==> src/rtl/cpu_clk_en_ctrl.sv <==
// CPU clock-enable generator: single-step button, two divided rates, full speed, halt.
// Define CPU_CLK_BURST_EN to make each button press issue burstLen+1 enables.
module cpu_clk_en_ctrl #(
  parameter int unsigned DIV_W      = 24,
  parameter int unsigned DEB_CYCLES = 65535,
  parameter int unsigned CNT_W      = 16
) (
  input  logic             clk,
  input  logic             rst,
  input  logic             btnN,
  input  logic [1:0]       modeSel,
  input  logic [DIV_W-1:0] divSlow,
  input  logic [DIV_W-1:0] divFast,
  input  logic [3:0]       burstLen,
  input  logic             halt,
  output logic             cpuClkEn,
  output logic             running,
  output logic [CNT_W-1:0] enCount,
  output logic             btnDb
);

  localparam int unsigned DEB_W = (DEB_CYCLES > 1) ? $clog2(DEB_CYCLES) : 1;

  typedef enum logic [1:0] {
    STEP_IDLE = 2'd0,
    BURST     = 2'd1,
    RUN_DIV   = 2'd2,
    RUN_FULL  = 2'd3
  } state_t;

  state_t           r_state;
  state_t           w_state_nxt;
  logic             r_sync1;
  logic             r_sync2;
  logic [DEB_W-1:0] r_deb_cnt;
  logic             r_btn_db;
  logic             r_press;
  logic [1:0]       r_mode_prev;
  logic [DIV_W-1:0] r_div_cnt;
  logic [DIV_W-1:0] w_div_cnt_nxt;
  logic [3:0]       r_burst_cnt;
  logic [3:0]       w_burst_cnt_nxt;
  logic [3:0]       w_burst_load;
  logic [DIV_W-1:0] w_div_sel;
  logic             w_mode_chg;
  logic             w_en;
  logic             r_cpu_clk_en;
  logic             r_running;
  logic [CNT_W-1:0] r_en_cnt;

`ifdef CPU_CLK_BURST_EN
  assign w_burst_load = burstLen;
`else
  logic w_unused_burst_len;
  assign w_unused_burst_len = ^burstLen;
  assign w_burst_load       = 4'd0;
`endif

  assign w_mode_chg = (modeSel != r_mode_prev);
  assign w_div_sel  = modeSel[1] ? divFast : divSlow;

  // Synchroniser and debouncer; r_press marks the cycle btnDb first reads 0
  always_ff @(posedge clk or posedge rst) begin
    if (rst) begin
      r_sync1   <= 1'b1;
      r_sync2   <= 1'b1;
      r_deb_cnt <= '0;
      r_btn_db  <= 1'b1;
      r_press   <= 1'b0;
    end else begin
      r_sync1 <= btnN;
      r_sync2 <= r_sync1;
      r_press <= 1'b0;
      if (r_sync2 == r_btn_db) begin
        r_deb_cnt <= '0;
      end else if (r_deb_cnt == DEB_W'(DEB_CYCLES - 1)) begin
        r_deb_cnt <= '0;
        r_btn_db  <= r_sync2;
        r_press   <= ~r_sync2;
      end else begin
        r_deb_cnt <= r_deb_cnt + DEB_W'(1);
      end
    end
  end

  // State and counter registers
  always_ff @(posedge clk or posedge rst) begin
    if (rst) begin
      r_state     <= STEP_IDLE;
      r_mode_prev <= 2'b00;
      r_div_cnt   <= '0;
      r_burst_cnt <= '0;
    end else begin
      r_state     <= w_state_nxt;
      r_mode_prev <= modeSel;
      r_div_cnt   <= w_div_cnt_nxt;
      r_burst_cnt <= w_burst_cnt_nxt;
    end
  end

  // Next state and enable decision; a mode change wins over halt and kills the enable
  always_comb begin
    w_state_nxt     = r_state;
    w_div_cnt_nxt   = r_div_cnt;
    w_burst_cnt_nxt = r_burst_cnt;
    w_en            = 1'b0;
    if (w_mode_chg) begin
      w_div_cnt_nxt   = '0;
      w_burst_cnt_nxt = '0;
      case (modeSel)
        2'b00:   w_state_nxt = STEP_IDLE;
        2'b11:   w_state_nxt = RUN_FULL;
        default: w_state_nxt = RUN_DIV;
      endcase
    end else if (!halt) begin
      case (r_state)
        STEP_IDLE: begin
          if (r_press) begin
            w_burst_cnt_nxt = w_burst_load;
            w_state_nxt     = BURST;
          end
        end
        BURST: begin
          w_en = 1'b1;
          if (r_burst_cnt == 4'd0) begin
            w_state_nxt = STEP_IDLE;
          end else begin
            w_burst_cnt_nxt = r_burst_cnt - 4'd1;
          end
        end
        RUN_DIV: begin
          if (r_div_cnt >= w_div_sel) begin
            w_en          = 1'b1;
            w_div_cnt_nxt = '0;
          end else begin
            w_div_cnt_nxt = r_div_cnt + DIV_W'(1);
          end
        end
        RUN_FULL: w_en = 1'b1;
        default:  w_state_nxt = STEP_IDLE;
      endcase
    end
  end

  // Registered outputs
  always_ff @(posedge clk or posedge rst) begin
    if (rst) begin
      r_cpu_clk_en <= 1'b0;
      r_running    <= 1'b0;
      r_en_cnt     <= '0;
    end else begin
      r_cpu_clk_en <= w_en;
      r_running    <= (modeSel != 2'b00) && !halt;
      r_en_cnt     <= r_en_cnt + CNT_W'(w_en);
    end
  end

  assign cpuClkEn = r_cpu_clk_en;
  assign running  = r_running;
  assign enCount  = r_en_cnt;
  assign btnDb    = r_btn_db;

endmodule

==> config.mk <==
export PLATFORM = sky130hd
export DESIGN_NAME = cpu_clk_en_ctrl
export DESIGN_NICKNAME = d
export VERILOG_FILES = /design/src/rtl/cpu_clk_en_ctrl.sv
export SDC_FILE = /design/constraint.sdc
export NUM_CORES = 1
export LEC_CHECK = 0
export ABC_AREA = 0
export ABC_CLOCK_PERIOD_IN_PS = 3600
export CORE_MARGIN = 4
export CORE_UTILIZATION = 53
export CTS_CLUSTER_SIZE = 12
export DETAILED_ROUTE_END_ITERATION = 12
export GPL_TIMING_DRIVEN = 0
export PLACE_DENSITY = 0.82
export SETUP_SLACK_MARGIN = 0.2
export SYNTH_ARGS = -nofsm -noshare
export SYNTH_HDL_FRONTEND = slang
export SYNTH_SLANG_ARGS = --single-unit
export TNS_END_PERCENT = 50
==> constraint.sdc <==
create_clock -name clk -period 3.6 [get_ports clk]
set_input_delay 0.9 -clock clk [delete_from_list [all_inputs] [get_ports clk]]
set_output_delay 0.9 -clock clk [all_outputs]
set_load 0.005 [all_outputs]
==> impl_metrics.toml <==
[sta]
rsz0062_at_grt = "true"
fmax_ghz = 0.272
setup_slack_ns = -0.0765
min_period_over_period_pct = 102
clock_skew_ns = 0.00737
slew_headroom_pct = 44.0
slew_viol_final = 0
hold_viol = 0
setup_tns_ns = -0.205
whs_ns = 0.360
setup_viol = 6
worstMarginPinSlew_ns = 0.840
finalCriticalPeriod_ns = 3.68

[setup_path]
critPathSlowestCell = "nor4_4"
crit_path_start_kind = "input port"
path_max_fanout = 5
worst_ep_required_time_ns = 3.84
critPathCaptureType = "flip-flop"
worst-setup-path-type = "in2reg"
path_common_cell = "buf_8"
critPathArrivalTime_ns = 3.91
max_stage_delay_ns = 0.37
path_cells = "buf_8 > buf_12 > buf_8 > mux2i_2 > ha_1 > nand4_1 > nor4_4 > o311a_4 > nand4b_4 > a21oi_2 > nor3_2 > ha_2 > and3_4 > and2_4 > nor2b_4 > nand3_2 > xnor2_1"

[drt]
ant_nets = 0
vias = 3592
wl_per_cell_um = 16.5
drt_pass1_iterations = 5
wirelength_um = 10500
drc = 0
drt_iter0_markers = 165
avgViaCountPerCell = 5.63

[synthesis]
ys_seq_area_share_pct = 41.6
ys_ff_latch = 70
synth_ff_type = "dfrtp_1"
async_reset_ff_share_pct = 100
yosysWarningCount = 0
syn_area_mm2 = 0.00422
syn-num-nets = 510
syn_avg_cell_area_um2 = 10.0
synthCells = 421
yosysUniqueCellTypes = 63
synth_edf_count = 0

[layout]
final_cell_count_no_fill = 638
areaGrowthSynthToFinish_pct = 34.7
fillers = 541
layout-drive-gt1-share_pct = 18.7
insertedDiodeCount = 0
finalNetCount = 620
final_area_mm2 = 0.00568

[die]
core_region_area_mm2 = 0.00773
boundaryPins = 77
die_x_um = 97.2
dieArea_mm2 = 0.00945
die_h_um = 97.2
rows = 32
initial_core_util_pct = 54.6

[pwr]
netSwitchingFraction_pct = 27.3
combPwrFrac_pct = 16.8
leakage_nw = 2.62
peakVddDrop_mv = 0.296
internal_power_mw = 1.30
switchingPower_mw = 0.488
p_per_area_mw_per_mm2 = 314
seq_power_share_pct = 47.2
p_clk_share_pct = 36.0

[outcome]
outcome = "complete, but fails checks"
violations = "negative setup slack"

[clocking]
cts_inserted_buffers = 9
htree_levels = 3
tritoncts = "built"
cts.path.max_buffers = 2
clock_latency_ns = 0.35
root_buffer = "clkbuf_8"
clk_pin_slew_worst_paths_ns = 0.08
clock-sinks = 70

[run]
cap_violations = 0

[placement]
gp_congestion = 0.869
dp_cells = 595
dpl_cell_area_mm2 = 0.00514
io_buffer_count = 72
dp_hpwl_um = 7280

[global_routing]
antenna_found_initial = 0
grt_max_degree = 71
grt-ovfl-total = 0
grtUsageTotal_pct = 22.4
grt_pass1_vias = 3742
grt_pass1_wl_um = 17700

[worst_hold_path]
hp-class = "reg2reg"
[synth_stat cells, types with 6 or more instances]
library cell / n / share of area, %
nand3_1: 28 / 3.3
mux2i_1: 27 / 6.4
ha_1: 31 / 9.2
o21ai_0: 6 / 0.71
nor2_1: 48 / 4.3
nand4_1: 6 / 0.89
and3_1: 11 / 1.6
nor3_1: 8 / 0.95
dfrtp_1: 67 / 40
nand2_1: 45 / 4.0
inv_1: 10 / 0.89
xnor2_1: 19 / 3.9
xor2_1: 18 / 3.7
a21oi_1: 17 / 2.0
[final timing paths]
path	start	endpoint	slack [ns]	depth (start not counted)
min	r_sync1$_DFF_PP1_	r_sync2$_DFF_PP1_	0.36	0
min in group asynchronous	rst	enCount[13]$_DFF_PP0_	1.07	2
max	modeSel[1]	enCount[15]$_DFF_PP0_	-0.08	17
max in group asynchronous	rst	r_div_cnt[20]$_DFFE_PP0P_	1.98	2
min reg2reg	r_sync1$_DFF_PP1_	r_sync2$_DFF_PP1_	0.36	0
max reg2reg	r_div_cnt[15]$_DFFE_PP0P_	enCount[15]$_DFF_PP0_	0.51	13
[worst max-delay path: cells and delay by family]
family	cells	cell delay (ns)
xor+xnor	1	0.12
simple gates	8	1.49
fa+ha+maj	2	0.56
mux	1	0.16
buf+inv	3	0.35
compound gates	2	0.31
[metrics by stage]
stage / setup slack, ns / util (%) / total power [mW]
floorplan: -0.0678 / - / 0.996
global placement: -1.06 / 66.5 / 1.12
detailed placement: -1.08 / 66.5 / 1.13
CTS: -0.0145 / 71.5 / 1.78
global route: -0.223 / 73.6 / 1.87
finish: -0.0765 / 73.6 / 1.79
[repair_timing]
item                                    CTS  global route
gates resized for setup                  27            19
buffers inserted                         15            12
pin swaps                                12            15
endpoints found under the setup margin   38            13
gates cloned                              0             0
hold buffers                              0             0
[layout make-up]
type                    instances  area (µm²)  share of cell area (%)
clock inverters                 6        70.1                    1.23
flip-flops and latches         70        1760                    30.9
clock buffers                  10         128                    2.25
repair buffers                 99         961                    16.9
well taps                     102         128                    2.25
multi-input cells             333        2500                    44.0
inverters                      10        40.0                   0.704
plain buffers                   8         100                    1.76
[layer usage]
layer | up-vias | GRT usage [%] | routed length (µm)
met3 | 20 | 4.45 | 552
met1 | 1720 | 27.2 | 4400
met2 | 135 | 38.8 | 5350
met4 | 0 | 9.27 | 216
li1 | 1717 | - | -
met5 | - | 0 | 0
[cell families (layout without fill, tap and decap cells)]
| family | Yosys count | count (layout) | share of synthesized area [%] |
|---|---|---|---|
| compound gates | 53 | 53 | 8.81 |
| xor+xnor | 38 | 38 | 8.07 |
| fa+ha+maj | 31 | 31 | 9.19 |
| buf+inv | 18 | 133 | 2.19 |
| flops | 70 | 70 | 41.6 |
| mux | 30 | 30 | 7.30 |
| simple gates | 181 | 181 | 22.8 |
[power groups by stage]
| stage | sequential, mW | clock [mW] | combinational (mW) |
|---|---|---|---|
| 2_1_floorplan | 0.853 | 0 | 0.143 |
| 3_3_place_gp | 0.855 | 0 | 0.267 |
| 3_5_place_dp | 0.855 | 0 | 0.276 |
| 4_1_cts | 0.840 | 0.652 | 0.292 |
| 5_1_grt | 0.848 | 0.688 | 0.334 |
| 6_report | 0.843 | 0.643 | 0.300 |
[registers in the layout, summed over array words and instances (netlist names)]
| signal | flops |
|---|---|
| cpuClkEn | 1 |
| r_press | 1 |
| r_state | 2 |
| enCount | 16 |
| r_sync1 | 1 |
| r_burst_cnt | 4 |
| r_div_cnt | 24 |
| btnDb | 1 |
| r_deb_cnt | 16 |
| r_mode_prev | 2 |
| running | 1 |
| r_sync2 | 1 |
[cell usage in the layout, fill, tap and decap left out, types with 6 or more instances in the layout]
master           instances
dlymetal6s2s_1           9
and3_1                  10
nand4_1                  6
nand2_1                 43
clkdlybuf4s50_1         54
dlygate4sd2_1            8
a21oi_1                 16
nor3_1                   7
dfrtp_1                 67
inv_1                    9
buf_4                   26
ha_1                    28
xor2_1                  18
nand3_1                 25
o21ai_0                  6
clkbuf_8                 9
mux2i_1                 24
nor2_1                  47
xnor2_1                 17
Note: power is estimated with default switching activity, not from simulation.
